`src/rtl/tile_config_ctrl.sv`:
```
// Config bus front end: decodes tile/target/beat, assembles wide words in a shadow register, commits atomically.
// Read data 1 cycle after accept; commit lands 2 cycles after last beat; config_ready drops for the single commit cycle.
module tile_config_ctrl #(
    parameter int          NUM_TARGETS = 4,
    parameter int          CFG_WIDTH   = 32,
    parameter logic [15:0] BCAST_ID    = 16'hFFFF
) (
    input  logic                             clk,
    input  logic                             reset,
    input  logic [15:0]                      tile_id,
    input  logic                             config_valid,
    output logic                             config_ready,
    input  logic                             config_we,
    input  logic [31:0]                      config_addr,
    input  logic [31:0]                      config_data,
    output logic [31:0]                      read_data,
    output logic                             read_valid,
    output logic                             cfg_error,
    output logic [NUM_TARGETS-1:0]           config_en,
    output logic [NUM_TARGETS*CFG_WIDTH-1:0] cfg_out
);
    localparam int BEATS = (CFG_WIDTH + 31) / 32;
    localparam int SH_W  = BEATS * 32;

    typedef enum logic {IDLE, COMMIT} state_t;

    state_t          state;
    logic [SH_W-1:0] shadow;
    logic [7:0]      pend_tgt;
    logic            pend_vld;

    logic [15:0]     a_tile;
    logic [7:0]      a_tgt;
    logic [7:0]      a_beat;
    logic            accept;
    logic            match;
    logic            tgt_ok;
    logic            beat_ok;
    logic            seq_ok;
    logic            err;
    logic            last_beat;
    logic [SH_W-1:0] rd_word;

    assign a_tile    = config_addr[31:16];
    assign a_tgt     = config_addr[15:8];
    assign a_beat    = config_addr[7:0];
    assign accept    = config_valid && config_ready;
    // Broadcast id only matches writes; reads must name this tile exactly.
    assign match     = config_we ? (a_tile == tile_id || a_tile == BCAST_ID)
                                 : (a_tile == tile_id);
    assign tgt_ok    = int'(a_tgt) < NUM_TARGETS;
    assign beat_ok   = int'(a_beat) < BEATS;
    assign seq_ok    = !config_we || (a_beat == 8'd0) || (pend_vld && a_tgt == pend_tgt);
    assign err       = !(tgt_ok && beat_ok && seq_ok);
    assign last_beat = int'(a_beat) == BEATS - 1;

    // Active field zero-extended to whole beats so the top beat reads back clean.
    always_comb begin
        rd_word = '0;
        if (tgt_ok) begin
            rd_word[CFG_WIDTH-1:0] = cfg_out[int'(a_tgt)*CFG_WIDTH +: CFG_WIDTH];
        end
    end

    always_ff @(posedge clk or negedge reset) begin
        if (!reset) begin
            state        <= IDLE;
            shadow       <= '0;
            pend_tgt     <= '0;
            pend_vld     <= 1'b0;
            config_ready <= 1'b0;
            read_data    <= '0;
            read_valid   <= 1'b0;
            cfg_error    <= 1'b0;
            config_en    <= '0;
            cfg_out      <= '0;
        end else begin
            read_valid <= 1'b0;
            cfg_error  <= 1'b0;
            config_en  <= '0;
            read_data  <= '0;
            case (state)
                IDLE: begin
                    config_ready <= 1'b1;
                    if (accept && match) begin
                        cfg_error <= err;
                        if (!config_we) begin
                            read_valid <= 1'b1;
                            if (!err) begin
                                read_data <= rd_word[int'(a_beat)*32 +: 32];
                            end
                        end else if (!err) begin
                            if (a_beat == 8'd0) begin
                                // A fresh beat 0 abandons any half-built word.
                                shadow   <= SH_W'(config_data);
                                pend_tgt <= a_tgt;
                                pend_vld <= 1'b1;
                            end else begin
                                shadow[int'(a_beat)*32 +: 32] <= config_data;
                            end
                            if (last_beat) begin
                                state        <= COMMIT;
                                config_ready <= 1'b0;
                            end
                        end
                    end
                end
                COMMIT: begin
                    cfg_out[int'(pend_tgt)*CFG_WIDTH +: CFG_WIDTH] <= shadow[CFG_WIDTH-1:0];
                    config_en    <= NUM_TARGETS'(1) << pend_tgt;
                    shadow       <= '0;
                    pend_vld     <= 1'b0;
                    state        <= IDLE;
                    config_ready <= 1'b1;
                end
                default: state <= IDLE;
            endcase
        end
    end
endmodule

```
`config.mk`:
```
export PLATFORM = sky130hd
export DESIGN_NAME = tile_config_ctrl
export DESIGN_NICKNAME = d
export VERILOG_FILES = /design/src/rtl/tile_config_ctrl.sv
export SDC_FILE = /design/constraint.sdc
export NUM_CORES = 1
export LEC_CHECK = 0
export CORE_ASPECT_RATIO = 0.5
export CORE_MARGIN = 4
export CORE_UTILIZATION = 44
export CTS_CLUSTER_SIZE = 24
export DETAILED_ROUTE_END_ITERATION = 16
export PLACE_DENSITY = 0.86
export RECOVER_POWER = 100
export SLEW_MARGIN = 20
export SYNTH_ARGS = -nofsm -noshare
export SYNTH_HDL_FRONTEND = slang
export SYNTH_SLANG_ARGS = --single-unit
```
`constraint.sdc`:
```
create_clock -name clk -period 2.8 [get_ports clk]
set_input_delay 0.84 -clock clk [delete_from_list [all_inputs] [get_ports clk]]
set_output_delay 0.84 -clock clk [all_outputs]
set_load 0.03 [all_outputs]
```
==> results.json <==
{
  "status": "complete, but fails checks",
  "failed_checks": "negative setup slack",
  "hold_path_class": "register to register",
  "tritoncts": "yes",
  "drt_iter0_markers": 897,
  "drt_drc_violations_left": 0,
  "final_antenna_net_count": 0,
  "portBuffers": 250,
  "synth-compound-area-share_pct": 7.547,
  "utilization_pct": 65.88,
  "fin_crit_sh_pct": 108.9,
  "synth_warnings": 0,
  "cap_violations": 0,
  "slew_headroom_pct": 1.789,
  "synth-seq-area-share_pct": 54.48,
  "drtPass1Iterations": 6,
  "start_util_pct": 45.77,
  "max_freq_mhz": 327.9,
  "p_leak_nw": 6.644,
  "synth_xor_area_share_pct": 2.555,
  "worstMarginPinSlew_ns": 1.473,
  "grt_max_degree": 65,
  "syn-num-nets": 952,
  "synth_seq_cells": 209,
  "die-area_sq_um": 24390,
  "synthCells": 864,
  "yosysUniqueCellTypes": 46,
  "wirelength_mm": 33.51,
  "area_growth_pct": 43.93,
  "power_density_nw_per_um2": 439.2,
  "finalSetupViolations": 102,
  "cts_hold_buf": 0,
  "grtUsageTotal_pct": 25.31,
  "die_w_um": 216.9,
  "required_ns": 3.19,
  "synthMuxAreaShare_pct": 14.42,
  "hold_violations": 0,
  "rsz0062_at_grt": "yes",
  "cp-start-kind": "register",
  "yosys.area_share.simple_pct": 14.64,
  "nets": 1241,
  "die_height_um": 112.4,
  "p_total_mw": 6.067,
  "layout_common_cells": "dfrtp_1 (208), dlygate4sd3_1 (168), nand2_1 (137)",
  "core.rowCount": 37,
  "peakVddDrop_v": 0.0003416,
  "slew_violations": 0,
  "arrival_ns": 3.44,
  "dp_hpwl_mm": 21.36,
  "layout-drive-gt1-share_pct": 17.44,
  "avgSynthCellArea_sq_um": 11.11,
  "io_pins": 251,
  "first_global_vias": 8638,
  "antenna_found_initial": 2,
  "grt_pass1_wl_mm": 49.36,
  "synth_top_family_by_area": "simple AND/OR/NAND/NOR gates",
  "cts_inserted_buffers": 20,
  "synth_area_sq_um": 9599,
  "vias_per_cell": 5.658,
  "fin_crit_ns": 3.049,
  "core_area_sq_um": 20970,
  "worstSetupPathType": "register to register",
  "final_common_cell": "dfrtp_1",
  "vias": 8249,
  "worstPathMaxFanout": 9,
  "post-place-ws_ns": -0.6284,
  "clockBufferDepth": 3,
  "wl_per_cell_um": 22.99,
  "clk_pin_slew_worst_paths_ns": 0.07,
  "worst_slack_ns": -0.2495,
  "clock_latency_ns": 0.51,
  "end_kind": "register",
  "cts_sinks": 209,
  "gr-total-overflow": 0,
  "htreeDepth": 1,
  "synthAdderAreaFrac_pct": 0.5214,
  "gp_congestion": 0.8801,
  "fin_skew_ns": 0.02062,
  "root_buffer": "clkbuf_16"
}
==> path summary, 6_finish.rpt <==
path / from / to / slack (ns) / cells after the start
worst max-delay path: pend_tgt[5]$_DFFE_PN0P_ / cfg_out[1]$_DFFE_PN0P_ / -0.25 / 12
worst min-delay path: cfg_out[123]$_DFFE_PN0P_ / cfg_out[123]$_DFFE_PN0P_ / 0.50 / 2
worst max register to register: pend_tgt[5]$_DFFE_PN0P_ / cfg_out[1]$_DFFE_PN0P_ / -0.25 / 12
worst min register to register: cfg_out[123]$_DFFE_PN0P_ / cfg_out[123]$_DFFE_PN0P_ / 0.50 / 2
max in group asynchronous: reset / shadow[11]$_DFFE_PN0P_ / 0.46 / 2
min in group asynchronous: reset / read_data[27]$_DFF_PN0_ / 0.67 / 1
==> cells by family (layout without fill, tap and decap cells) <==
kind of cell	count (synthesis)	count (layout)
AND/OR/NAND/NOR	276	276
flip-flops	209	209
buffers and inverters	136	436
AO/OA/AOI/OAI	113	113
multiplexers	98	98
XOR/XNOR	28	28
adder cells (fa/ha/maj)	4	4
other	0	2
==> per-stage QoR <==
stage          hold slack (ns)  instance area (sq um)  instances  setup TNS [ns]
5_1_grt                 0.5230                  13820       1458          -18.35
3_3_place_gp            0.4842                  12930       1407          -32.79
4_1_cts                 0.3244                  13720       1447          -3.550
2_1_floorplan           0.4667                   9642        864               0
6_report                0.5025                  13820       1458          -7.028
3_5_place_dp            0.4916                  12930       1407          -42.18
==> registers in the layout (all words and copies together), names as in the netlist <==
name / count
cfg_error: 1
cfg_out: 128
config_en: 4
config_ready: 1
pend_tgt: 8
pend_vld: 1
read_data: 32
read_valid: 1
shadow: 32
state: 1
==> Yosys cell counts (all sizes together) <==
cell type  instances  area share [%]
a211oi             1            0.13
a21boi             1           0.078
a21oi              2            0.10
a311oi             1           0.091
a31o              32             2.9
a31oi              1           0.065
and2               1           0.065
and3              35             2.3
and4               2            0.18
buf               22             1.4
clkbuf            38             1.5
dfrtp            209              54
ha                 4            0.52
inv               76             3.0
mux2               2            0.23
mux2i             64             6.7
mux4              32             7.5
nand2            137             5.4
nand2b             3            0.20
nand3              5            0.26
nand4             11            0.78
nand4b             1           0.091
nor2              18            0.70
nor2b              4            0.26
nor3              12            0.80
nor3b             34             2.7
nor4               8            0.52
o2111ai            3            0.27
o21a               1           0.078
o21ai             67             3.5
o22ai              2            0.13
o311a              1            0.10
o31ai              1           0.078
or3                2            0.13
or4b               3            0.35
xnor2             24             2.2
xor2               4            0.36
==> where the power goes <==
part	internal (mW)	switching [mW]	leakage (nW)	total, mW
registers	3.02	0.000000195	2.89	3.02
logic	0.158	0.145	3.43	0.304
clock network	1.56	1.19	0.317	2.75
==> area by class of cell <==
type / instances / area (sq um)
Clock buffer: 26 / 543.0
Sequential cell: 209 / 5231
Antenna cell: 2 / 5.005
Multi-Input combinational cell: 519 / 3980
Fill cell: 1473 / 7156
Tap cell: 292 / 365.4
Timing Repair Buffer: 327 / 3306
Clock inverter: 7 / 100.1
Inverter: 76 / 285.3
==> critical path, cell delays in order (launching register included) <==
cell and delay, ns:
dfrtp_1 0.38, or3_4 0.40, nor3_2 0.16, ha_1 0.28, buf_4 0.15, buf_4 0.14
a21oi_2 0.11, o311a_1 0.20, o22ai_2 0.10, a211oi_4 0.34, buf_4 0.21, clkbuf_16 0.18
mux2i_1 0.29
==> routing by layer <==
metal | part of all wire (%) | track usage, % | wire length, um | vias to the layer above
li1 | - | - | - | 3553
met1 | 38 | 32.01 | 12880 | 4156
met2 | 50 | 44.42 | 16820 | 420
met3 | 6.9 | 4.409 | 2305 | 120
met4 | 4.5 | 8.806 | 1503 | 0
met5 | 0 | 0 | 0 | -
==> timing repair <==
action                     in CTS  in global routing
gates resized for setup         8                 15
setup endpoints to repair      64                164
gates cloned                    3                  4
setup buffers                   4                  5
pin swaps                       3                  9
No activity file was read; power rests on OpenSTA's default activity.
